===== src/rtl/lsu_pkg.sv =====
// Shared definitions for the load/store unit: access-size encodings, FSM
// state encodings, lane masks and small decode helpers.
package lsu_pkg;

   // Access size encodings; 2'b11 is handled exactly like a word access.
   typedef enum logic [1:0] {
      SIZE_BYTE     = 2'b00,
      SIZE_HALF     = 2'b01,
      SIZE_WORD     = 2'b10,
      SIZE_WORD_ALT = 2'b11
   } lsu_size_e;

   // Controller states.
   typedef enum logic [1:0] {
      IDLE   = 2'b00,
      ACCESS = 2'b01,
      WRITE  = 2'b10,
      DONE   = 2'b11
   } lsu_state_e;

   // Right-justified lane masks, shifted into position by the lane aligner.
   localparam logic [31:0] LANE_MASK_BYTE = 32'h0000_00FF;
   localparam logic [31:0] LANE_MASK_HALF = 32'h0000_FFFF;
   localparam logic [31:0] LANE_MASK_WORD = 32'hFFFF_FFFF;

   // Word accesses are both 2'b10 and 2'b11, so bit 1 alone identifies them.
   function automatic logic size_is_word(input logic [1:0] size);
      return size[1];
   endfunction

   // True when the address is not naturally aligned for the access size.
   function automatic logic size_misaligned(input logic [1:0] size, input logic [1:0] addr_lo);
      logic mis;
      case (size)
         SIZE_BYTE: mis = 1'b0;
         SIZE_HALF: mis = addr_lo[0];
         default:   mis = (addr_lo != 2'b00);
      endcase
      return mis;
   endfunction

endpackage


===== src/rtl/lsu_lane_align.sv =====
// Combinational lane aligner: extracts a byte/half/word load result from a
// memory word (with optional sign extension) and merges store data into a
// previously read word for sub-word stores. Little-endian lane numbering.
module lsu_lane_align
   import lsu_pkg::*;
(
   input  logic [1:0]  size,
   input  logic [1:0]  lane,
   input  logic        sign_ext,
   input  logic [31:0] rd_word,
   input  logic [31:0] base_word,
   input  logic [31:0] wdata,
   output logic [31:0] load_data,
   output logic [31:0] merge_data
);

   logic [4:0]  shift_s;
   logic [31:0] mask_s;
   logic [31:0] shifted_s;

   // Decode lane position (bit shift) and lane width (mask) from size/address.
   always_comb begin
      shift_s = 5'd0;
      mask_s  = LANE_MASK_WORD;
      case (size)
         SIZE_BYTE: begin
            shift_s = {lane, 3'b000};
            mask_s  = LANE_MASK_BYTE;
         end
         SIZE_HALF: begin
            shift_s = {lane[1], 4'b0000};
            mask_s  = LANE_MASK_HALF;
         end
         default: begin
            shift_s = 5'd0;
            mask_s  = LANE_MASK_WORD;
         end
      endcase
   end

   assign shifted_s = rd_word >> shift_s;

   // Right-justify the selected lane and fill the upper bits with zero or its MSB.
   always_comb begin
      load_data = shifted_s;
      case (size)
         SIZE_BYTE: load_data = {{24{sign_ext & shifted_s[7]}}, shifted_s[7:0]};
         SIZE_HALF: load_data = {{16{sign_ext & shifted_s[15]}}, shifted_s[15:0]};
         default:   load_data = shifted_s;
      endcase
   end

   // Replace only the target lane(s) of the read word with the store data.
   always_comb begin
      merge_data = (base_word & ~(mask_s << shift_s)) | ((wdata & mask_s) << shift_s);
   end

endmodule


===== src/rtl/load_store_unit.sv =====
// Load/store unit: single-outstanding byte/half/word accesses to a data memory
// with combinational read and clocked write. Sub-word stores are performed as
// read-modify-write.
// Optional feature: define LSU_MISALIGN_TRAP_EN to report misaligned requests
// through err without touching memory; otherwise misaligned addresses are
// silently forced to natural alignment.
module load_store_unit
   import lsu_pkg::*;
(
   input  logic        Clock,
   input  logic        Reset,
   input  logic        req,
   input  logic        we,
   input  logic [1:0]  size,
   input  logic        sign_ext,
   input  logic [31:0] addr,
   input  logic [31:0] wdata,
   output logic [31:0] rdata,
   output logic        busy,
   output logic        done,
   output logic        err,
   output logic [31:0] mem_addr,
   output logic [31:0] mem_datain,
   input  logic [31:0] mem_dataout,
   output logic        mem_write,
   output logic        mem_read
);

   lsu_state_e  state_r, state_s;
   logic        we_r, sign_ext_r;
   logic [1:0]  size_r;
   logic [31:0] addr_r, wdata_r, word_r, rdata_r;
   logic [31:0] addr_cap_s, load_s, merge_s;
   logic        trap_s, accept_s;
   logic        mem_read_s, mem_write_s;
   logic [31:0] mem_datain_s;

   assign accept_s = (state_r == IDLE) && req;

`ifdef LSU_MISALIGN_TRAP_EN
   logic err_r;

   // Misaligned requests bypass memory; the address is kept as given.
   always_comb begin
      trap_s     = size_misaligned(size, addr[1:0]);
      addr_cap_s = addr;
   end

   // Error flag is decided at acceptance and held through the DONE pulse.
   always_ff @(posedge Clock) begin
      if (Reset) begin
         err_r <= 1'b0;
      end else if (accept_s) begin
         err_r <= trap_s;
      end else begin
         err_r <= err_r;
      end
   end

   assign err = err_r;
`else
   // No trap: clear the low address bits that a naturally aligned access ignores.
   always_comb begin
      trap_s = 1'b0;
      if (size_is_word(size)) begin
         addr_cap_s = {addr[31:2], 2'b00};
      end else if (size == SIZE_HALF) begin
         addr_cap_s = {addr[31:1], 1'b0};
      end else begin
         addr_cap_s = addr;
      end
   end

   assign err = 1'b0;
`endif

   lsu_lane_align u_lane_align (
      .size       (size_r),
      .lane       (addr_r[1:0]),
      .sign_ext   (sign_ext_r),
      .rd_word    (mem_dataout),
      .base_word  (word_r),
      .wdata      (wdata_r),
      .load_data  (load_s),
      .merge_data (merge_s)
   );

   // State register.
   always_ff @(posedge Clock) begin
      if (Reset) begin
         state_r <= IDLE;
      end else begin
         state_r <= state_s;
      end
   end

   // Next-state and memory strobe decode.
   always_comb begin
      state_s      = state_r;
      mem_read_s   = 1'b0;
      mem_write_s  = 1'b0;
      mem_datain_s = 32'h0000_0000;
      case (state_r)
         IDLE: begin
            if (req) begin
               state_s = trap_s ? DONE : ACCESS;
            end else begin
               state_s = IDLE;
            end
         end
         ACCESS: begin
            if (!we_r) begin
               mem_read_s = 1'b1;
               state_s    = DONE;
            end else if (size_is_word(size_r)) begin
               mem_write_s  = 1'b1;
               mem_datain_s = wdata_r;
               state_s      = DONE;
            end else begin
               mem_read_s = 1'b1;
               state_s    = WRITE;
            end
         end
         WRITE: begin
            mem_write_s  = 1'b1;
            mem_datain_s = merge_s;
            state_s      = DONE;
         end
         DONE: begin
            state_s = IDLE;
         end
         default: begin
            state_s = IDLE;
         end
      endcase
   end

   // Request capture; a request is taken only while idle.
   always_ff @(posedge Clock) begin
      if (Reset) begin
         we_r       <= 1'b0;
         size_r     <= 2'b00;
         sign_ext_r <= 1'b0;
         addr_r     <= 32'h0000_0000;
         wdata_r    <= 32'h0000_0000;
      end else if (accept_s) begin
         we_r       <= we;
         size_r     <= size;
         sign_ext_r <= sign_ext;
         addr_r     <= addr_cap_s;
         wdata_r    <= wdata;
      end else begin
         we_r       <= we_r;
         size_r     <= size_r;
         sign_ext_r <= sign_ext_r;
         addr_r     <= addr_r;
         wdata_r    <= wdata_r;
      end
   end

   // Read-modify-write holding word, loaded during ACCESS.
   always_ff @(posedge Clock) begin
      if (Reset) begin
         word_r <= 32'h0000_0000;
      end else if (state_r == ACCESS) begin
         word_r <= mem_dataout;
      end else begin
         word_r <= word_r;
      end
   end

   // Load result register: updated by loads, zeroed by a trapped request.
   always_ff @(posedge Clock) begin
      if (Reset) begin
         rdata_r <= 32'h0000_0000;
      end else if (accept_s && trap_s) begin
         rdata_r <= 32'h0000_0000;
      end else if ((state_r == ACCESS) && !we_r) begin
         rdata_r <= load_s;
      end else begin
         rdata_r <= rdata_r;
      end
   end

   assign rdata      = rdata_r;
   assign busy       = (state_r != IDLE);
   assign done       = (state_r == DONE);
   assign mem_addr   = {addr_r[31:2], 2'b00};
   assign mem_datain = mem_datain_s;
   // Reset blocks any strobe in the same cycle so an interrupted store never commits.
   assign mem_read   = mem_read_s & ~Reset;
   assign mem_write  = mem_write_s & ~Reset;

endmodule


===== config.mk =====
export PLATFORM = sky130hd
export DESIGN_NAME = load_store_unit
export DESIGN_NICKNAME = d
export VERILOG_FILES = /design/src/rtl/lsu_pkg.sv /design/src/rtl/lsu_lane_align.sv /design/src/rtl/load_store_unit.sv
export SDC_FILE = /design/constraint.sdc
export NUM_CORES = 1
export LEC_CHECK = 0
export ABC_CLOCK_PERIOD_IN_PS = 2060
export BUFFER_PORTS_ARGS = -buffer_cell sky130_fd_sc_hd__buf_4
export CORE_ASPECT_RATIO = 1.5
export CORE_MARGIN = 2
export CORE_UTILIZATION = 45
export DETAILED_ROUTE_END_ITERATION = 12
export PLACE_DENSITY = 0.74
export SLEW_MARGIN = 20
export SYNTH_ARGS = -nofsm -noshare
export SYNTH_HDL_FRONTEND = slang
export SYNTH_HIERARCHICAL = 1
export SYNTH_SLANG_ARGS = --single-unit

===== constraint.sdc =====
create_clock -name Clock -period 2.06 [get_ports Clock]
set_input_delay 0.206 -clock Clock [delete_from_list [all_inputs] [get_ports Clock]]
set_output_delay 0.206 -clock Clock [all_outputs]
set_load 0.01 [all_outputs]

Word level (Yosys, flattened, before mapping)
Cells that the tools add are included.

word-level totals
  flip-flop bits (word level) = 134
  input port bits = 103
  output and inout port bits = 101
  word-level logic and storage cells = 49

cells by class
  eq/ne operators = 5
  shifts and indexed selects = 3
  multiplexer cells = 18
  bitwise operators = 9
  reduce and logical (&&, ||, !) cells = 6

operator list
  kind                  count
  $pmux W32 S2          3
  $and A32 B32 Y32      2
  $mux W32              2
  $shl A32 B5 Y32       2
  $not A32 Y32          1
  $or A32 B32 Y32       1
  $shr A32 B5 Y32       1
  $pmux W5 S2           1
  $mux W1               9
  $pmux W2 S4           1
  $eq A2 B1 Y1 const B  3
  $and A1 B1 Y1         4
  $eq A2 B2 Y1 const B  2
  $logic_not A2 Y1      2
  $logic_and A1 B1 Y1   2
  $mux W2               1
  $pmux W1 S2           1
  $reduce_bool A2 Y1    1
  $logic_not A1 Y1      1
  $not A1 Y1            1

Logic depth before layout (Yosys ltp)
  word-level depth = 7
  depth in mapped cells = 8
  mapped depth without buffers = 6

Modules after synthesis
The synthesis kept the hierarchy.

modules (own cells, without submodules)
  module           times used  cells each  area each (µm²)  seq. area each (µm²)
  load_store_unit  1           640         5,383.9          2,682.6
  lsu_lane_align   1           199         1,470.2          0.0

Least setup slack after synthesis
No wires, ideal clock.

  kind = flip-flop to output port
  start = register state_r[0]
  end = output port mem_datain[0]
  arrival = 1.496 ns
  data required time = 1.854 ns
  path slack = 0.358 ns
  stages on the path, launching flop included = 7
  path buffers = 2
  path through = dfxtp_1 -> inv_1 -> ha_1 -> and2_1 -> buf_1 -> clkbuf_1 -> a22o_1

on the way
  cells in the longest elaborated chain, start to end = 2
  elaborated cells on any way between the ends = 3
  classes of those cells = eq/ne (2); mux (1)

ends and longest elaborated chain
  what                                                 RTL line                text
  start: declaration                                   load_store_unit.sv:29   lsu_state_e state_r, state_s;
  start signal: assignment                             load_store_unit.sv:93   state_r <= state_s;
  $eq A2 B2 Y1 / $eq A2 B1 Y1 (equally long branches)  load_store_unit.sv:103  case (state_r)
  $pmux W32 S2 *                                       load_store_unit.sv:103
  end: declaration                                     load_store_unit.sv:23   output logic [31:0] mem_datain,

Every way passes the cells marked *; elsewhere a longest branch is shown, timed or not.

Final worst setup path
  start = register size_r[0]
  end = output port mem_datain[12]

on the way
  cells in the longest elaborated chain, start to end = 7
  elaborated cells on any way between the ends = 11
  classes of those cells = eq/ne (1); shift (2); mux (3); bitwise (4); reduce/logical (1)

ends and longest elaborated chain
  what                                                     RTL line                text
  start: declaration                                       load_store_unit.sv:31   logic [1:0] size_r;
  start signal: assignment                                 load_store_unit.sv:148  size_r <= size;
  start signal: assignment                                 load_store_unit.sv:154  size_r <= size_r;
  $eq A2 B1 Y1 / $logic_not A2 Y1 (equally long branches)  lsu_lane_align.sv:25    case (size)
  $pmux W32 S2 / $pmux W5 S2 (equally long branches)       lsu_lane_align.sv:25
  $shl A32 B5 Y32                                          lsu_lane_align.sv:55    merge_data = (base_word & ~(mask_s << shift_s)) | ((wdata & mask_s) << shift_s);
  $not A32 Y32                                             lsu_lane_align.sv:55
  $and A32 B32 Y32                                         lsu_lane_align.sv:55
  $or A32 B32 Y32 *                                        lsu_lane_align.sv:55
  net merge_s[12]                                          load_store_unit.sv:33   logic [31:0] addr_cap_s, load_s, merge_s;
  $pmux W32 S2 *                                           load_store_unit.sv:103

The timed path passes the listed nets; every way through them passes the cells marked *.

==> results.py <==
metrics = {
    "status": {
        "status": "complete, but fails checks",
        "violations": "negative setup slack",
    },
    "final_layout": {
        "regArea_sq_mm": 0.002698,
        "fin_nets": 1115,
        "multi_input_area_sq_mm": 0.003879,
        "drive_gt1_share_pct": 35.59,
        "final_cell_area_sq_mm": 0.009500,
        "areaGrowthSynthToFinish_pct": 38.61,
        "nFillCells": 1296,
        "stdcell_count": 1216,
        "antennaDiodeCount": 0,
    },
    "detailed_routing": {
        "routed_via_density": 5.743,
        "drt-initial-drc-count": 716,
        "drt_wl_total_mm": 23.96,
        "drt-pass1-iter-count": 5,
        "vias": 6983,
        "routedWlPerCell_um": 19.70,
        "drc": 0,
        "postRouteAntennaNets": 0,
    },
    "global_routing": {
        "grt_first_pass_wirelength_mm": 34.49,
        "grt_usage_pct": 27.17,
        "antenna_found_initial": 0,
        "grt_start_max_net_pins": 74,
        "grt-ovfl-total": 0,
        "grt_pass1_vias": 6387,
    },
    "worst_setup_path": {
        "cp_common_cell": "buf_8",
        "critPathSlowestCell": "dfxtp_4",
        "worstPathArrival_ps": 2050,
        "worst_path_dominant_cell_family": "compound AO/OA/AOI/OAI gates",
        "cp_cell_sequence": "buf_8 > nor2_4 > nand2_8 > buf_8 > o22ai_1 > a21oi_1 > a22o_1 > buf_6",
        "setup.worst_path.end_class": "output pin",
        "worstSetupPathType": "reg2out",
        "crit_path_max_incr_delay_ps": 360,
        "cp_num_buf_inv": 3,
        "crit_fanout": 8,
        "startpoint_type": "flop",
        "worstPathRequired_ps": 1850,
    },
    "pwr": {
        "power.density_mw_per_mm2": 1079,
        "p_leak_nw": 3.956,
        "vdd.ir_drop.worst_uv": 648.0,
    },
    "place": {
        "placed_area_sq_mm": 0.008203,
        "pre_cts_ws_ps": 92.33,
        "dpl.hpwl_mm": 15.25,
        "portBuffers": 200,
        "gp_congestion": 0.9046,
        "dp.cells": 1164,
    },
    "sta": {
        "fin_skew_ps": 13.45,
        "setup_ws_ps": -200.9,
        "holdWs_ps": 36.53,
        "hold_violations": 0,
        "fmax_mhz": 442.3,
        "setup_violations": 28,
        "tightest_slew_ps": 621.8,
        "maxSlewHeadroom_pct": 58.54,
        "timing.final.crit_share_pct": 109.8,
        "rsz0062_at_grt": "true",
        "fin_crit_ps": 2261,
        "fin_tns_setup_ps": -2262,
        "finalMaxSlewViolations": 0,
    },
    "hold_path": {
        "hp-class": "in2reg",
    },
    "synth": {
        "syn_area_per_cell_sq_um": 8.169,
        "yosysWarnings": 6,
        "ys_seq_elements": 134,
        "synth_largest_area_cell": "dfxtp_1",
        "synth_edf_count": 0,
        "synth_area_leaders": "dfxtp_1 (39%), nand2_1 (11%), a21oi_1 (9.1%), buf_4 (5.0%), mux2i_1 (4.8%)",
        "netlist_top_cells_count": "nand2_1 (201), dfxtp_1 (134), a21oi_1 (124)",
        "synth_top_area_share_pct": 39.14,
        "syn_inst": 839,
        "async_flop_share_pct": 0,
        "yosysMostFrequentCell": "nand2_1",
        "netlist_area_sq_mm": 0.006854,
        "yosysSeqAreaShare_pct": 39.14,
        "synth_ff_type": "dfxtp_1",
        "ys_types": 51,
    },
    "clocking": {
        "tritoncts": "done",
        "clockBufferDepth": 2,
        "postCtsHoldBufs": 0,
        "path_clk_slew_ps": 60,
        "numCtsBuffers": 17,
        "clkSinkCount": 134,
        "root_buffer": "clkbuf_16",
        "htree_num_levels": 4,
        "clock_latency_ps": 420,
    },
    "die": {
        "die_h_um": 155.2,
        "initial_core_util_pct": 45.69,
        "core-area_sq_mm": 0.01500,
        "ioPinCount": 204,
        "dieArea_sq_mm": 0.01625,
        "die_x_um": 104.8,
        "num_rows": 55,
    },
    "flow_run": {
        "drv_cap": 0,
    },
}
-- final timing paths --
kind	from	endpoint	slack (ps)	depth (start not counted)
setup / recovery	size_r[0]	mem_datain[12]	-200	8
hold / removal	addr[20]	addr_r[20]	40	3
setup reg to reg	addr_r[0]	rdata[9]	100	8
hold reg to reg	addr_r[14]	addr_r[14]	450	2
-- kinds of logic (layout without fill, tap and decap cells) --
family / count (synthesis) / count (layout) / share of synthesized area, %
and+or+nand+nor: 310 / 313 / 19.70
AOI/OAI and AO/OA: 226 / 226 / 20.72
DFF: 134 / 134 / 39.14
buffers and inverters: 112 / 285 / 10.24
muxes: 49 / 49 / 8.872
adders and majority gates: 7 / 7 / 1.278
other: 1 / 3 / 0.05471
-- per-layer routing --
metal	up-vias	GRT usage [%]	routed length, um	part of all wire [%]
li1	3207	-	-	-
met1	3228	31.43	8539	36
met2	427	46.26	11750	49
met3	121	5.069	1986	8.3
met4	0	16.76	1680	7.0
met5	-	0	0	0
-- placed cells by master (no fill, tap or decap), types with 12 or more instances in the layout --
cell       synthesis  routed
buf_4             46     210
nand2_1          201     201
dfxtp_1          134     128
a21oi_1          124     123
nor2_1            50      39
mux2i_1           33      33
a22o_1            31      31
buf_6             11      26
nand3_1           22      22
clkbuf_16          0      17
nor2b_1           14      12
-- registers in the layout (all words and copies together) (netlist names) --
signal,flops
wdata_r,32
word_r,32
sign_ext_r,1
size_r,2
state_r,2
rdata,32
we_r,1
addr_r,32
-- worst register-to-register path, stage by stage (launching register included) --
cell      delay (ps)
dfxtp_4          350
nor2b_4          210
buf_8            180
buf_4            130
o21ai_2           80
o211ai_4         530
nand3_1          190
nand2_1          100
a21oi_1           50
-- layout make-up --
type	instances	area share [%]
Sequential cell	134	28.39
Clock buffer	21	4.636
Inverter	6	0.2371
Timing Repair Buffer	248	22.15
Tap cell	199	2.621
Multi-Input combinational cell	598	40.83
Clock inverter	10	1.133
-- power breakdown --
part           internal [mW]  switching [mW]
clock                   1.76            1.11
combinational           1.73            2.13
sequential              3.06           0.448
-- stage by stage --
| stage | utilization (%) | total power, mW |
|---|---|---|
| finish | 63.33 | 10.25 |
| global route | 63.33 | 10.71 |
| CTS | 61.23 | 9.925 |
| detailed placement | 54.68 | 6.665 |
| global placement | 54.68 | 6.619 |
| floorplan | - | 5.691 |
-- timing repair --
| item | CTS | global route |
|---|---|---|
| buffers inserted | 11 | 6 |
| setup endpoints to repair | 32 | 56 |
| resized for setup | 75 | 52 |
| pin swaps | 48 | 23 |
| gates cloned | 4 | 1 |
Note: power is estimated with default switching activity, not from simulation.
